File: config.mk
export PLATFORM = sky130hd
export DESIGN_NAME = acx_irq_msi_gen
export DESIGN_NICKNAME = d
export VERILOG_FILES = /design/src/rtl/acx_irq_msi_gen.sv
export SDC_FILE = /design/constraint.sdc
export NUM_CORES = 1
export LEC_CHECK = 0
export BUFFER_PORTS_ARGS = -buffer_cell sky130_fd_sc_hd__clkbuf_2
export CORE_UTILIZATION = 45
export CTS_CLUSTER_SIZE = 16
export DETAILED_ROUTE_END_ITERATION = 10
export PLACE_DENSITY = 0.71
export SYNTH_ARGS = -nofsm -noshare
export SYNTH_HDL_FRONTEND = slang
export SYNTH_SLANG_ARGS = --single-unit
File: constraint.sdc
create_clock -name i_clk -period 2.2 [get_ports i_clk]
set_input_delay 0.66 -clock i_clk [delete_from_list [all_inputs] [get_ports i_clk]]
set_output_delay 0.66 -clock i_clk [all_outputs]
set_load 0.01 [all_outputs]
File: src/rtl/acx_irq_msi_gen.sv
// Purpose: turns rising edges on a level interrupt vector into one MSI per edge, round-robin arbitrated.
// Latency: an irq edge sets pending on the next clock, and o_msi_valid rises one clock after that.
// Backpressure: a request is held stable until i_msi_ready. After acceptance an optional holdoff window runs.
//
// Ports:
//   i_clk, i_rstn        clock (rising edge) / asynchronous active-low reset
//   i_irq, i_irq_mask    level interrupt vector / per-bit mask (1 = no MSI)
//   i_msi_en             global enable for starting new requests
//   o_msi_valid/_vector  MSI request handshake with i_msi_ready
//   o_pending            per-bit pending status
//   o_msi_count          free-running 16-bit count of accepted MSIs
module acx_irq_msi_gen #(
  parameter int TGT_DATA_WIDTH = 32,
  parameter int VEC_WIDTH      = 5,
  parameter int HOLDOFF_CYCLES = 16
) (
  input  logic                      i_clk,
  input  logic                      i_rstn,
  input  logic [TGT_DATA_WIDTH-1:0] i_irq,
  input  logic [TGT_DATA_WIDTH-1:0] i_irq_mask,
  input  logic                      i_msi_en,
  output logic                      o_msi_valid,
  input  logic                      i_msi_ready,
  output logic [VEC_WIDTH-1:0]      o_msi_vector,
  output logic [TGT_DATA_WIDTH-1:0] o_pending,
  output logic [15:0]               o_msi_count
);

  // The counter only ever holds HOLDOFF_CYCLES-1 down to 0.
  localparam int CNT_W = (HOLDOFF_CYCLES > 1) ? $clog2(HOLDOFF_CYCLES) : 1;
  localparam logic [CNT_W-1:0] HOLD_LOAD =
    (HOLDOFF_CYCLES > 0) ? CNT_W'(HOLDOFF_CYCLES - 1) : '0;
  localparam bit HAS_HOLDOFF = (HOLDOFF_CYCLES > 0);
  localparam logic [VEC_WIDTH-1:0] LAST_VEC = VEC_WIDTH'(TGT_DATA_WIDTH - 1);

  typedef enum logic [1:0] {
    ST_IDLE    = 2'd0,
    ST_REQ     = 2'd1,
    ST_HOLDOFF = 2'd2
  } state_t;

  state_t state_q, state_d;

  logic [TGT_DATA_WIDTH-1:0] irq_d1;
  logic [TGT_DATA_WIDTH-1:0] irq_rise;
  logic [TGT_DATA_WIDTH-1:0] eligible;
  logic [TGT_DATA_WIDTH-1:0] above_ptr;
  logic [TGT_DATA_WIDTH-1:0] accept_clr;
  logic [TGT_DATA_WIDTH-1:0] pending_d;
  logic [VEC_WIDTH-1:0]      rr_ptr;
  logic [VEC_WIDTH-1:0]      rr_ptr_d;
  logic [VEC_WIDTH-1:0]      arb_vec;
  logic [CNT_W-1:0]          hold_cnt, hold_cnt_d;
  logic                      accept;
  logic                      load_req;

  // Index of the lowest set bit. A zero input returns 0, which is never used
  // because callers check for a nonzero vector first.
  function automatic logic [VEC_WIDTH-1:0] lowest_idx(input logic [TGT_DATA_WIDTH-1:0] v);
    logic [VEC_WIDTH-1:0] idx;
    idx = '0;
    for (int i = TGT_DATA_WIDTH - 1; i >= 0; i--) begin
      if (v[i]) idx = VEC_WIDTH'(i);
    end
    return idx;
  endfunction

  assign irq_rise = i_irq & ~irq_d1;
  assign eligible = o_pending & ~i_irq_mask;

  // Round robin: first look at or above the pointer, then wrap to the bottom.
  assign above_ptr = eligible & ({TGT_DATA_WIDTH{1'b1}} << rr_ptr);
  assign arb_vec   = (|above_ptr) ? lowest_idx(above_ptr) : lowest_idx(eligible);

  assign o_msi_valid = (state_q == ST_REQ);
  assign accept      = o_msi_valid & i_msi_ready;

  // A new edge that arrives in the same cycle as the acceptance wins, so that edge is not lost.
  assign accept_clr = accept ? (TGT_DATA_WIDTH'(1) << o_msi_vector) : '0;
  assign pending_d  = (o_pending & ~accept_clr) | irq_rise;

  assign rr_ptr_d = (o_msi_vector == LAST_VEC) ? '0 : o_msi_vector + VEC_WIDTH'(1);

  always_comb begin
    state_d    = state_q;
    hold_cnt_d = hold_cnt;
    load_req   = 1'b0;
    case (state_q)
      ST_IDLE: begin
        if (i_msi_en && (|eligible)) begin
          state_d  = ST_REQ;
          load_req = 1'b1;
        end
      end
      ST_REQ: begin
        // Once a request is raised it is not withdrawn, even if the enable drops or the bit is masked.
        if (i_msi_ready) begin
          if (HAS_HOLDOFF) begin
            state_d    = ST_HOLDOFF;
            hold_cnt_d = HOLD_LOAD;
          end else begin
            state_d = ST_IDLE;
          end
        end
      end
      ST_HOLDOFF: begin
        if (hold_cnt == '0) state_d = ST_IDLE;
        else                hold_cnt_d = hold_cnt - CNT_W'(1);
      end
      default: state_d = ST_IDLE;
    endcase
  end

  always_ff @(posedge i_clk or negedge i_rstn) begin
    if (!i_rstn) begin
      state_q  <= ST_IDLE;
      hold_cnt <= '0;
    end else begin
      state_q  <= state_d;
      hold_cnt <= hold_cnt_d;
    end
  end

  always_ff @(posedge i_clk or negedge i_rstn) begin
    if (!i_rstn) begin
      irq_d1       <= '0;
      o_pending    <= '0;
      o_msi_vector <= '0;
      rr_ptr       <= '0;
      o_msi_count  <= '0;
    end else begin
      irq_d1    <= i_irq;
      o_pending <= pending_d;
      if (load_req) o_msi_vector <= arb_vec;
      if (accept) begin
        rr_ptr      <= rr_ptr_d;
        o_msi_count <= o_msi_count + 16'd1;
      end
    end
  end

endmodule
==> out/qor.yml <==
yosys:
  ys_seq_area_share_pct: 46.5
  synthTopCellsByCount: "sky130_fd_sc_hd__dfrtp_1, sky130_fd_sc_hd__o21ai_0, sky130_fd_sc_hd__nand2_1, sky130_fd_sc_hd__inv_1, sky130_fd_sc_hd__nor2b_1"
  count_leader_synth: "sky130_fd_sc_hd__dfrtp_1"
  synth_top_area_share_pct: 46.5
  mappedNetlistNets: 646
  yosysWarnings: 0
  ys_dominant_reg_cell: "sky130_fd_sc_hd__dfrtp_1"
  ys_seq_elements: 96
  syn-instance-count: 569
  yosys-top-cells-area: "sky130_fd_sc_hd__dfrtp_1, sky130_fd_sc_hd__o21ai_0, sky130_fd_sc_hd__nand2_1, sky130_fd_sc_hd__nor2b_1, sky130_fd_sc_hd__nand2b_1"
  async_reset_ff_share_pct: 100
  synth-edff-count: 0
  synth_cell_types: 63
  synth_area_sq_mm: 0.00516
  synthDominantAreaCellType: "sky130_fd_sc_hd__dfrtp_1"
  synth.avg_cell_area_sq_um: 9.07
clock_network:
  clock-root-buffer: "sky130_fd_sc_hd__clkbuf_16"
  ctsLongestPathBuffers: 2
  clk_pin_slew_worst_paths_ns: 0.07
  clock_tree.htree_level_count: 3
  clock_sinks: 96
  insertion_delay_ns: 0.36
  numCtsBuffers: 9
  tritoncts: "done"
timing:
  max_slew.worst_pin.slew_ns: 0.583
  tns_ns: -0.348
  finalCriticalPeriod_ns: 2.30
  grt_setup_unrepaired: "true"
  final-max-slew-violation-count: 0
  setup_slack_ns: -0.0989
  report.final.hold_viol_count: 0
  timing.fmax_mhz: 435
  layout_worst_path_cycle_share_pct: 104
  clock_skew_ns: 0.00874
  slew-limit-headroom_pct: 61.2
  report.final.setup_viol: 5
setup_path:
  r2r.worst_path.cells: 8
  cp_max_fo: 4
  critical-path-max-stage-delay_ns: 0.49
  cp-end-kind: "register"
  critPathKind: "register to register"
  critical_path.cell_chain: "buf_6 -> nand3_2 -> o21ai_2 -> or4b_4 -> or3_4 -> o21ba_4 -> o211ai_1 -> a41o_1"
  r2r-start: "rr_ptr[4]"
  worst_path_required_time_ns: 2.44
  worst_setup_path_start_kind: "register"
  regToRegEndpoint: "o_msi_vector[3]"
  critical_path.slowest_cell: "sky130_fd_sc_hd__or4b_4"
  arrival_ns: 2.54
  reg2reg_setup_slack_ns: -0.1
min_path:
  holdCritPathClass: "input port to asynchronous set/reset pin"
place:
  gpl.final_weighted_congestion: 0.960
  dpl_worst_slack_ns: -0.338
  io_buffer_count: 121
  dpl.hpwl_um: 14300
floorplanning:
  floorplan.initialDensity_pct: 47.0
  core-area_sq_mm: 0.0110
  floorplan.die.height_um: 109
  placementRows: 38
  floorplan.io_pins: 122
  die_area_sq_mm: 0.0119
  dieWidth_um: 109
power:
  leakage_power_total_uw: 0.00348
  power.ir.vdd_worst_mv: 0.585
  pwr_density_cell_mw_per_mm2: 937
finish:
  fillCellCount: 890
  n_antenna_cell: 0
  utilization_pct: 67.2
  final_net_count: 898
  final_layout_size_suffix_gt1_share_pct: 38.0
  areaGrowthSynthToFinish_pct: 43.0
detailed_routing:
  via_density: 5.52
  wirelength_um: 17800
  detailedRoute.firstIterationViolations: 342
  postRouteAntennaNets: 0
  drtPass1Iterations: 5
  routedWlPerCell_um: 18.4
  route.vias.total: 5331
  number_of_drc_violations_after_detailed_routing: 0
status:
  status: "complete, but fails checks"
  violations: "negative setup slack"
global_routing:
  grt_max_degree: 34
  antenna_violations_before_repair: 0
  vias_in_the_first_global_route: 5213
  grt_first_pass_wirelength_um: 27500
  grt_overflow: 0
  global_route.usage.total_pct: 31.5
run:
  max_cap_violations: 0
-- how the worst max path moves through the flow --
stage                               from               to
after detailed placement  i_irq_mask[28]  o_msi_vector[0]
after global routing           rr_ptr[0]  o_msi_vector[2]
after global placement    i_irq_mask[28]  o_msi_vector[3]
after floorplan           i_irq_mask[28]  o_msi_vector[3]
final                          rr_ptr[4]  o_msi_vector[3]
after CTS                      rr_ptr[2]  o_msi_vector[3]
-- final cells by class --
| class | instances | area, sq um | share of cell area [%] |
|---|---|---|---|
| clock inverters | 7 | 108 | 1.46 |
| clock buffers | 9 | 225 | 3.05 |
| flip-flops and latches | 96 | 2410 | 32.6 |
| well taps | 140 | 175 | 2.37 |
| inverters | 44 | 169 | 2.29 |
| multi-input cells | 417 | 2640 | 35.7 |
| repair buffers | 253 | 1660 | 22.5 |
-- power breakdown --
| part | switching [uW] | total (uW) | internal, uW |
|---|---|---|---|
| sequential | 310 | 2300 | 1990 |
| clock | 739 | 1760 | 1020 |
| combinational | 1500 | 2860 | 1360 |
| total | 2550 | 6920 | 4370 |
-- state kept, by name, indices dropped and copies added, names as in the netlist --
register,flops
hold_cnt,4
o_msi_vector,5
irq_d1,32
rr_ptr,5
o_msi_count,16
state_q,2
o_pending,32
-- per-stage QoR --
stage / hold slack [ns] / cells / power, uW / area (sq um)
detailed placement: 0.410 / 936 / 4930 / 6810
finish: 0.236 / 966 / 6920 / 7380
global route: 0.262 / 966 / 7300 / 7380
global placement: 0.402 / 936 / 4930 / 6810
floorplan: 0.364 / 569 / 3620 / 5180
CTS: 0.237 / 960 / 6810 / 7280
-- kinds of logic after synthesis --
logic type,after synthesis,synth area share [%]
compound gates,180,21.6
flops,96,46.5
fa+ha+maj,9,2.18
buf+inv,56,4.68
xor+xnor,16,2.72
simple gates,212,22.3
-- metal layers --
layer  part of all wire [%]  track usage, %
met5                      0               0
met4                    3.5            14.2
met3                    7.3            5.62
met2                     45            47.9
met1                     44            43.6
-- critical path: cells and delay by family (launching register included) --
family	cells	cell delay (ns)
AOI/OAI and AO/OA	4	0.67
buffers and inverters	1	0.12
DFF	1	0.44
and+or+nand+nor	3	0.95
-- repair_timing --
| action | CTS | global route |
|---|---|---|
| gates resized for setup | 24 | 12 |
| buffers inserted | 7 | 6 |
| hold endpoints to repair | 0 | 0 |
| endpoints found under the setup margin | 5 | 6 |
| pin swaps | 7 | 7 |
| hold buffers | 0 | 0 |
| gates cloned | 1 | 0 |
-- cell usage in the layout (no fill, tap or decap), drive strengths merged, types with 10 or more instances in the layout --
cell type / n
xnor2: 11
a211oi: 12
inv: 47
and2: 13
nor2b: 29
nand3: 17
nor3: 10
nand2b: 26
buf: 133
clkbuf: 129
nand2: 52
a21oi: 21
dfrtp: 96
nor2: 24
o21ai: 93
Power figures use the tool's default switching activity.
